## src/rtl/vram_arbiter.sv

```systemverilog
// vram_arbiter: shares one single-port synchronous VRAM between the 4x4-scaled display prefetch and host write/read ports.
// Optional macro VRAM_BLANK_ONLY_EN: host grants only during blanking (tear-free updates).
module vram_arbiter #(
  parameter int ADDR_W = 15,
  parameter int DATA_W = 8,
  parameter int FB_W   = 160,
  parameter int FB_H   = 120
) (
  input  logic              CLK,
  input  logic              RESET,
  input  logic              p_tick,
  input  logic [9:0]        pixel_x,
  input  logic [9:0]        pixel_y,
  output logic [ADDR_W-1:0] mem_addr,
  output logic              mem_we,
  output logic [DATA_W-1:0] mem_wdata,
  input  logic [DATA_W-1:0] mem_rdata,
  input  logic              wr_req,
  input  logic [ADDR_W-1:0] wr_addr,
  input  logic [DATA_W-1:0] wr_data,
  output logic              wr_ack,
  input  logic              rd_req,
  input  logic [ADDR_W-1:0] rd_addr,
  output logic              rd_ack,
  output logic [DATA_W-1:0] rd_data,
  output logic [DATA_W-1:0] colour,
  output logic              video_on
);

  localparam logic [9:0] SCR_W   = 10'(4 * FB_W);
  localparam logic [9:0] SCR_H   = 10'(4 * FB_H);
  localparam logic [9:0] H_LAST  = 10'd796;
  localparam logic [9:0] V_LAST  = 10'd524;
  localparam logic       LAST_RD = 1'b1;

  typedef enum logic [1:0] {
    IDLE = 2'd0,
    DISP = 2'd1,
    HWR  = 2'd2,
    HRD  = 2'd3
  } state_t;

  state_t              state_reg, state_next;
  logic                last_host_reg, last_host_next;
  logic [DATA_W-1:0]   prefetch_reg;
  logic [DATA_W-1:0]   colour_reg;
  logic                video_on_reg;
  logic [DATA_W-1:0]   rd_data_reg;

  logic                ds_tick, in_active, ds;
  logic                fetch_line, fetch_next_row, fetch_wrap;
  logic [9:0]          fetch_row, fetch_col;
  logic [ADDR_W-1:0]   row_ext, disp_addr;
  logic                host_window, wr_ok, rd_ok;

  // Display slot decode: one fetch per 4-pixel column, one column ahead of the beam.
  assign ds_tick        = p_tick && (pixel_x[1:0] == 2'b00);
  assign in_active      = (pixel_x < SCR_W) && (pixel_y < SCR_H);
  assign fetch_line     = (pixel_x < SCR_W - 10'd4) && (pixel_y < SCR_H);
  assign fetch_next_row = (pixel_x == H_LAST) && (pixel_y < SCR_H - 10'd1);
  assign fetch_wrap     = (pixel_x == H_LAST) && (pixel_y == V_LAST);
  assign ds             = ds_tick && (fetch_line || fetch_next_row || fetch_wrap);

  always_comb begin
    fetch_row = '0;
    fetch_col = '0;
    if (fetch_line) begin
      fetch_row = {2'b00, pixel_y[9:2]};
      fetch_col = {2'b00, pixel_x[9:2]} + 10'd1;
    end else if (fetch_next_row) begin
      fetch_row = (pixel_y + 10'd1) >> 2;
    end
  end

  // row*160 as two shifts; the wrap case leaves row and col at zero.
  assign row_ext   = ADDR_W'(fetch_row);
  assign disp_addr = (row_ext << 7) + (row_ext << 5) + ADDR_W'(fetch_col);

`ifdef VRAM_BLANK_ONLY_EN
  assign host_window = !in_active;
`else
  assign host_window = 1'b1;
`endif

  assign wr_ok = wr_req && host_window;
  assign rd_ok = rd_req && host_window && (state_reg != HRD);

  always_comb begin
    state_next     = IDLE;
    last_host_next = last_host_reg;
    if (RESET) begin
      state_next = IDLE;
    end else if (ds) begin
      state_next = DISP;
    end else if (wr_ok && rd_ok) begin
      state_next = (last_host_reg == LAST_RD) ? HWR : HRD;
    end else if (wr_ok) begin
      state_next = HWR;
    end else if (rd_ok) begin
      state_next = HRD;
    end
    if (state_next == HWR || state_next == HRD) begin
      last_host_next = ~last_host_reg;
    end
  end

  always_comb begin
    mem_addr  = '0;
    mem_we    = 1'b0;
    mem_wdata = '0;
    wr_ack    = 1'b0;
    case (state_next)
      DISP: mem_addr = disp_addr;
      HWR: begin
        mem_addr  = wr_addr;
        mem_we    = 1'b1;
        mem_wdata = wr_data;
        wr_ack    = 1'b1;
      end
      HRD:     mem_addr = rd_addr;
      default: mem_addr = '0;
    endcase
  end

  always_ff @(posedge CLK or posedge RESET) begin
    if (RESET) begin
      state_reg     <= IDLE;
      last_host_reg <= LAST_RD;
      prefetch_reg  <= '0;
      colour_reg    <= '0;
      video_on_reg  <= 1'b0;
      rd_data_reg   <= '0;
    end else begin
      state_reg     <= state_next;
      last_host_reg <= last_host_next;
      if (state_reg == DISP) begin
        prefetch_reg <= mem_rdata;
      end
      if (state_reg == HRD) begin
        rd_data_reg <= mem_rdata;
      end
      // Uses the prefetch from the previous slot, so colour holds for a whole column.
      if (ds_tick) begin
        colour_reg   <= in_active ? prefetch_reg : '0;
        video_on_reg <= in_active;
      end
    end
  end

  // Read data arrives one cycle after the grant; present it directly, then hold.
  assign rd_ack   = (state_reg == HRD);
  assign rd_data  = rd_ack ? mem_rdata : rd_data_reg;
  assign colour   = colour_reg;
  assign video_on = video_on_reg;

endmodule
```

## config.mk

```make
export PLATFORM = sky130hd
export DESIGN_NAME = vram_arbiter
export DESIGN_NICKNAME = d
export VERILOG_FILES = /design/src/rtl/vram_arbiter.sv
export SDC_FILE = /design/constraint.sdc
export NUM_CORES = 1
export LEC_CHECK = 0
export CORE_MARGIN = 3
export CORE_UTILIZATION = 44
export CTS_CLUSTER_DIAMETER = 40
export DETAILED_ROUTE_END_ITERATION = 8
export PLACE_DENSITY = 0.87
export SYNTH_ARGS = -nofsm -noshare
export SYNTH_HDL_FRONTEND = slang
export SYNTH_SLANG_ARGS = --single-unit
```

## constraint.sdc

```tcl
create_clock -name CLK -period 8.8 [get_ports CLK]
set_input_delay 1.76 -clock CLK [delete_from_list [all_inputs] [get_ports CLK]]
set_output_delay 1.76 -clock CLK [all_outputs]
set_load 0.01 [all_outputs]
```

======== Yosys cells after proc, flatten, opt, wreduce, memory -nomap -nowiden ========
Index checks and enable logic that the tools add are counted.
cells by class
  reduce and logical (&&, ||, !) cells .... 12
  bitwise operators ....................... 1
  eq/ne operators ......................... 8
  magnitude comparators ................... 4
  add/sub/neg operators ................... 4
  multiplexer cells ....................... 14
operators with widths
  operator                 count
  $pmux W15 S3             1
  $mux W8                  4
  $eq A10 B10 Y1 const B   2
  $lt A10 B10 Y1 const B   2
  $lt A10 B9 Y1 const B    2
  $add A15 B15 Y15         1
  $add A15 B9 Y15          1
  $add A10 B1 Y10 const B  1
  $mux W10                 1
  $mux W2                  5
  $add A8 B1 Y9 const B    1
  $mux W9                  1
  $logic_and A1 B1 Y1      8
  $eq A2 B2 Y1 const B     3
  $eq A2 B1 Y1 const B     2
  $logic_or A1 B1 Y1       3
  $logic_not A2 Y1         1
  $mux W1                  2
  $ne A2 B2 Y1 const B     1
  $not A1 Y1               1
storage, ports and cells
  register bits ........................... 28
  logic and storage cells ................. 49

======== Depth between registers and ports, before layout ========
Gate-level depths: netlist of the first run.
  depth after elaboration ................. 9
  mapped depth ............................ 17

======== Worst setup path after synthesis of the first run ========
OpenSTA, ideal clock, no wires.
  kind .................................... input-to-output
  from .................................... in pixel_x[2]
  to ...................................... out mem_addr[14]
  arrival ................................. 5.234 ns
  stages .................................. 16
  required time ........................... 7.040 ns
  path buffers ............................ 1
  path slack .............................. 1.806 ns
  cells stage by stage .................... ha_1 and4bb_1 and4_1 nand3_1 clkbuf_1 o31ai_1 inv_1 fa_1 inv_1 fa_1 a211oi_1 o21ai_0 a31o_2 a21oi_1 nor2_1 a221o_1
between the ends
  word-level cells in the longest chain between the ends .. 9
RTL lines
  what                                                                      RTL line  text
  start: declaration                                                        12        input logic [9:0] pixel_x,
  parallel branches: the longest is 8 deep, another holds $add A15 B15 Y15  -
  $pmux W15 S3 (*)                                                          112       case (state_next)
  end: declaration                                                          14        output logic [ADDR_W-1:0] mem_addr,
Every way passes the cells marked *.

======== Worst setup path in the final report of the first run ========
Ends and elaborated chain as after synthesis.

==> results of run 1 <==
## critical path: stages
cell	delay, ns
clkdlybuf4s50_1	0.51
ha_1	0.25
and4bb_1	0.24
and4_1	0.21
nand3_1	0.34
o31ai_1	0.42
inv_1	0.11
fa_1	0.54
inv_1	0.07
fa_1	0.48
a211oi_1	0.33
o21ai_0	0.18
a31o_2	0.26
a21oi_1	0.14
nor2_1	0.05
a221o_1	0.26
clkdlybuf4s50_1	0.48
## how the worst max path moves through the flow
stage               startpoint            to  depth (start not counted)
finish              pixel_x[2]  mem_addr[14]                         17
global route        pixel_x[2]  mem_addr[14]                         17
CTS                 pixel_x[2]  mem_addr[14]                         17
detailed placement  pixel_x[2]  mem_addr[14]                         17
global placement    pixel_x[2]  mem_addr[14]                         17
floorplan           pixel_x[2]  mem_addr[14]                         16
## through the flow
| step | util, % | setup WS [ns] | cell area [um2] |
|---|---|---|---|
| floorplan | - | 1.81 | 2300 |
| global placement | 71.3 | 0.624 | 3480 |
| detailed placement | 71.3 | 0.433 | 3480 |
| CTS | 72.4 | 0.439 | 3530 |
| global route | 72.4 | 0.130 | 3530 |
| finish | 72.4 | 0.398 | 3530 |
## cells in the mapped netlist, types with 2 or more instances
library cell   n  area share [%]
a211oi_1       2            0.65
a21o_1         4             1.3
a21oi_1        8             1.7
a221o_1       12             5.2
a31oi_1        2            0.54
and2_1         5             1.4
and3_1        13             3.5
and4_1         2            0.76
clkbuf_1       5            0.82
dfrtp_1       27              29
fa_1           3             2.6
ha_1          15             8.2
inv_1          7             1.1
mux2_2        17             8.3
mux2i_1        2            0.87
nand2_1       33             5.4
nand3_1        9             2.0
nand4_1        2            0.54
nor2_1        19             3.1
nor3_1         4            0.87
nor4_1         2            0.54
o21ai_0       24             5.2
o21ai_1        2            0.44
o31ai_1        2            0.65
xnor2_1        5             1.9
xor2_1         5             1.9
## routing by layer
metal  vias to the layer above  track usage [%]  wire [um]
met1                      1169             27.9       3010
met4                         0             5.59        127
met5                         -                0          0
li1                       1183                -          -
met2                       119             45.1       3650
met3                        14             4.93        536
## cells in the final DEF, fill, tap and decap left out, drive strengths merged, types with 8 or more instances in the layout
master / n
mux2: 17
a21oi: 8
ha: 15
nand2: 34
o21ai: 26
inv: 8
and3: 13
dfrtp: 27
nand3: 9
nor2: 19
clkdlybuf4s50: 113
a221o: 12
## area by class of cell
cell class / instances / area, um2 / share of cell area (%)
clock buffers: 4 / 55.1 / 1.56
inverters: 8 / 30.0 / 0.850
well taps: 67 / 83.8 / 2.37
multi-input cells: 216 / 1520 / 43.1
repair buffers: 114 / 1140 / 32.2
flip-flops and latches: 28 / 702 / 19.9
## power by group
group	internal (uW)	switching (uW)	total (uW)
Combinational	143	102	245
Sequential	175	20.4	196
Clock	40.0	38.3	78.3
## cell families after synthesis
family,count (synthesis)
and+or+nand+nor,98
AOI/OAI and AO/OA,69
DFF,28
muxes,19
adders and majority gates,18
buffers and inverters,17
xor gates and xnor gates,10
other,1
==> summary.txt, run 1 <==
Outcome -> complete, no violations
Worst reg2reg startpoint -> state_reg[0]
Avg Vias per Cell -> 5.69
Multiplexer area fraction after synthesis -> 9.20%
Combinational family with the most area after synthesis -> simple AND/OR/NAND/NOR gates
WL per Instance -> 16.8 um
FILL cells -> 373
Synth Warn # -> 0
Placed cell count -> 433
CP arrival -> 6.64 ns
Post-layout min period -> 8.40 ns
Simple-gate share of the synthesized area -> 21.3%
Synth unique cells -> 55
Root Buffer -> clkbuf_8
CTS Buf Count -> 3
Pins over their slew limit -> 0
Num rows -> 25
Hold WS -> 0.491 ns
Final Setup Violations -> 0
Post-synthesis compound-gate area fraction -> 20.9%
Synthesized area per cell -> 8.84 um2
Drt drc -> 0
Worst R2R End -> state_reg[0]
Port Buf Inserts -> 113
Vias -> 2,485
Initial antenna violation count -> 0
Rel. slew slack -> 43.8%
Worst Max-Slew Pin Slew -> 0.842 ns
First-pass GRT wire length -> 11.9 mm
Starting Density -> 47.1%
RSZ-0062 raised after global routing -> no
CP max FO -> 13
Post-synthesis xor/xnor area fraction -> 3.81%
Share of layout cells above drive strength 1 -> 8.11%
Hold Path Origin -> colour[2]
Cts repair resizes -> 0
Cell Count, Final, Fillers Out -> 437
Final Skew -> 0.00118 ns
# clock sinks -> 28
Main flop type after synthesis -> dfrtp_1
Vias in the first global route -> 2,500
Max Cap Violations -> 0
GR Overflow Total -> 0
Final WL -> 7.33 mm
Boundary Pins -> 114
CTS tree -> yes
Antenna Nets Post-Route -> 0
Type of origin of the critical path -> primary input
Clock Tree Buf Depth -> 2
Die height -> 78.3 um
Leakage -> 0.00148 uW
ANT cells -> 0
Setup TNS -> 0 ns
Endpoint, Worst Hold -> colour[2]
Worst Hold Depth -> 2
Adder-Cell Fraction of Synth Area -> 10.8%
Routability Congestion -> 0.904
Sequential share of the synthesized area -> 30.6%
Post-synth EDFFs -> 0
R2r setup slk -> 7.18 ns
Largest net degree at the start of global routing -> 31
Share of async-settable or async-resettable flops after synthesis -> 100%
H-tree level count -> 1
Starting DRT DRC Count -> 120
Drt pass-1 iters -> 4
Crit Path Category -> in -> out
Max rail drop VDD -> 161 uV
Hold Crit Class -> reg -> reg
Worst-Skew Late Latency -> 0.27 ns
Placed wire-length estimate -> 6.03 mm
Core footprint -> 4880 um2
Tot GR Track Use -> 24.1%
PwrDens -> 147 nW/um2
Netlist Area Pre-Place -> 2300 um2
Reg2reg path depth -> 4
Final period utilization -> 95.5%
Post-CTS Hold Buffers -> 0
Yosys reg bits -> 28
Kind of end point of the critical path -> primary output
Worst EP required -> 7.04 ns
Synthesis-to-finish area growth -> 53.8%
Clock transition at path regs -> 0.09 ns
Synth Instances -> 260
Design Power -> 519 uW
Fmax achieved -> 0.119 GHz
Die area -> 6120 um2
Nets@finish -> 460
Endpoints failing hold -> 0
Postcts setup bufs -> 0
Die X-Extent -> 78.3 um
Note: power is estimated with default switching activity, not from simulation.
==> run 2: changes to the inputs <==
--- a/config.mk
+++ b/config.mk
@@ -10,6 +10,7 @@
 export CTS_CLUSTER_DIAMETER = 40
 export DETAILED_ROUTE_END_ITERATION = 8
 export PLACE_DENSITY = 0.87
+export SLEW_MARGIN = 30
 export SYNTH_ARGS = -nofsm -noshare
 export SYNTH_HDL_FRONTEND = slang
 export SYNTH_SLANG_ARGS = --single-unit
==> results of run 2 <==
The final DEF is identical to that of run 1; final timing and power are the same.
==> variant, RTL diff (settings of run 1) <==
The parameter `DATA_W` goes from 8 to 6.
--- a/src/rtl/vram_arbiter.sv
+++ b/src/rtl/vram_arbiter.sv
@@ -2,7 +2,7 @@
 // Optional macro VRAM_BLANK_ONLY_EN: host grants only during blanking (tear-free updates).
 module vram_arbiter #(
   parameter int ADDR_W = 15,
-  parameter int DATA_W = 8,
+  parameter int DATA_W = 6,
   parameter int FB_W   = 160,
   parameter int FB_H   = 120
 ) (
Ports: changed (5 resized); port bits go from 114 to 104. The function was not compared with the original's and may differ.
==> variant against run 1 <==
  * Power fell by 15%
  * Area after synthesis is 11% lower
  * Design area is 9.9% lower
  * Clock skew about the same
  * Sequential power shrank 25%
  * Sequential cell count is 6 lower
  * Register-to-register slack lost 0.39 ns
  * Setup slack improved by 0.44 ns
  * Hold slack better by 0.0034 ns
  * Wire length is 18% lower
  * Core utilization fell by 0.76 points
  * Global-route usage fell by 2.6 points
  * Critical path type unchanged
  * Largest cell class unchanged
  * Highest routed layer unchanged
==> variant: results (changes against run 1) <==
stage,metric,value,unit,change
min_path,min_path_cells,1,,-1
clocking,cts.sinks,22,,-21%
timing,finalClockSkew,0.00132,ns,+0.000140 ns
detailed_routing,wire_per_inst,15.8,µm,-5.5%
run_status,status,"finished, final reports clean",,
global_routing,grt_pass1_vias,2045,,-18%
yosys,synth_common_cells,"dfrtp_1, nor2_1, ha_1",,
placement,post-place-ws,0.881,ns,+0.448 ns
placement,dpl_cell_area,3110,µm²,-11%
finish,seq_area,552,µm²,-21%
placement,post-place-cells,377,,-13%
placement,place_hpwl,4.96,mm,-18%
finish,signal_buffers,104,,-8.8%
min_path,hp-start,prefetch_reg[2]$_DFFE_PP0N_,,
finish,clkbuf_count,3,,-1
timing,whs,0.494,ns,+0.00335 ns
finish,nonClkBufAreaFrac,0.326,,+0.00391
finish,nFillCells,337,,-9.7%
global_routing,grt_pass1_wl,9.52,mm,-20%
yosys,yosysSeqAreaShare,0.269,,-0.0368
finish,finish.instance_area,3180,µm²,-9.9%
worst_setup_path,ff2ff_path_depth,3,,-1
power,max-vdd-ir-drop,0.0674,mV,-58%
floorplanning,coreArea,4440,µm²,-8.9%
worst_setup_path,cp.arrival,6.20,ns,-0.44 ns
global_routing,grt.total_usage,0.214,,-0.0261
finish,inverters,11,,+3
-- variant: cell families (layout without fill, tap and decap cells) --
group                      Yosys count  after routing  share of synthesized area
muxes                               24             24                      0.124
buffers and inverters               22            119                     0.0439
other                                1              2                    0.00183
xor gates and xnor gates            12             12                     0.0512
and+or+nand+nor                     68             68                      0.182
adders and majority gates           18             18                      0.121
AOI/OAI and AO/OA                   64             64                      0.208
DFF                                 22             22                      0.269
-- variant: worst max path at each step --
stage,endpoint,slack [ns],from,depth (start not counted)
2_1_floorplan,mem_addr[14],2.18,pixel_x[7],13
3_3_place_gp,mem_addr[14],1.03,pixel_x[2],15
3_5_place_dp,mem_addr[14],0.88,pixel_x[2],15
4_1_cts,mem_addr[14],0.85,pixel_x[2],15
5_1_grt,mem_addr[14],0.51,pixel_x[2],15
6_report,mem_addr[14],0.84,pixel_x[2],15
-- variant: layer usage --
| layer | up-vias | part of all wire | track usage |
|---|---|---|---|
| li1 | 1058 | - | - |
| met1 | 1042 | 0.44 | 0.275 |
| met2 | 80 | 0.49 | 0.382 |
| met3 | 6 | 0.065 | 0.0365 |
| met4 | 0 | 0.0083 | 0.0395 |
| met5 | - | 0 | 0 |
-- variant: critical path, cell delays in order --
cell,delay (ns)
clkdlybuf4s50_1,0.49
ha_1,0.22
nand2_1,0.13
nor3_4,0.27
nand3_2,0.26
o31ai_1,0.51
fa_1,0.49
ha_1,0.33
a21o_1,0.12
a21oi_1,0.08
o21ai_0,0.23
nor4_1,0.07
or4_1,0.50
o311ai_1,0.10
clkdlybuf4s50_1,0.61
-- variant: report_power, final --
part / total (W) / switching (W) / internal [W]
Sequential: 0.000147 / 0.0000133 / 0.000133
Clock: 0.0000930 / 0.0000323 / 0.0000607
Combinational: 0.000201 / 0.0000825 / 0.000118
Total: 0.000440 / 0.000128 / 0.000312
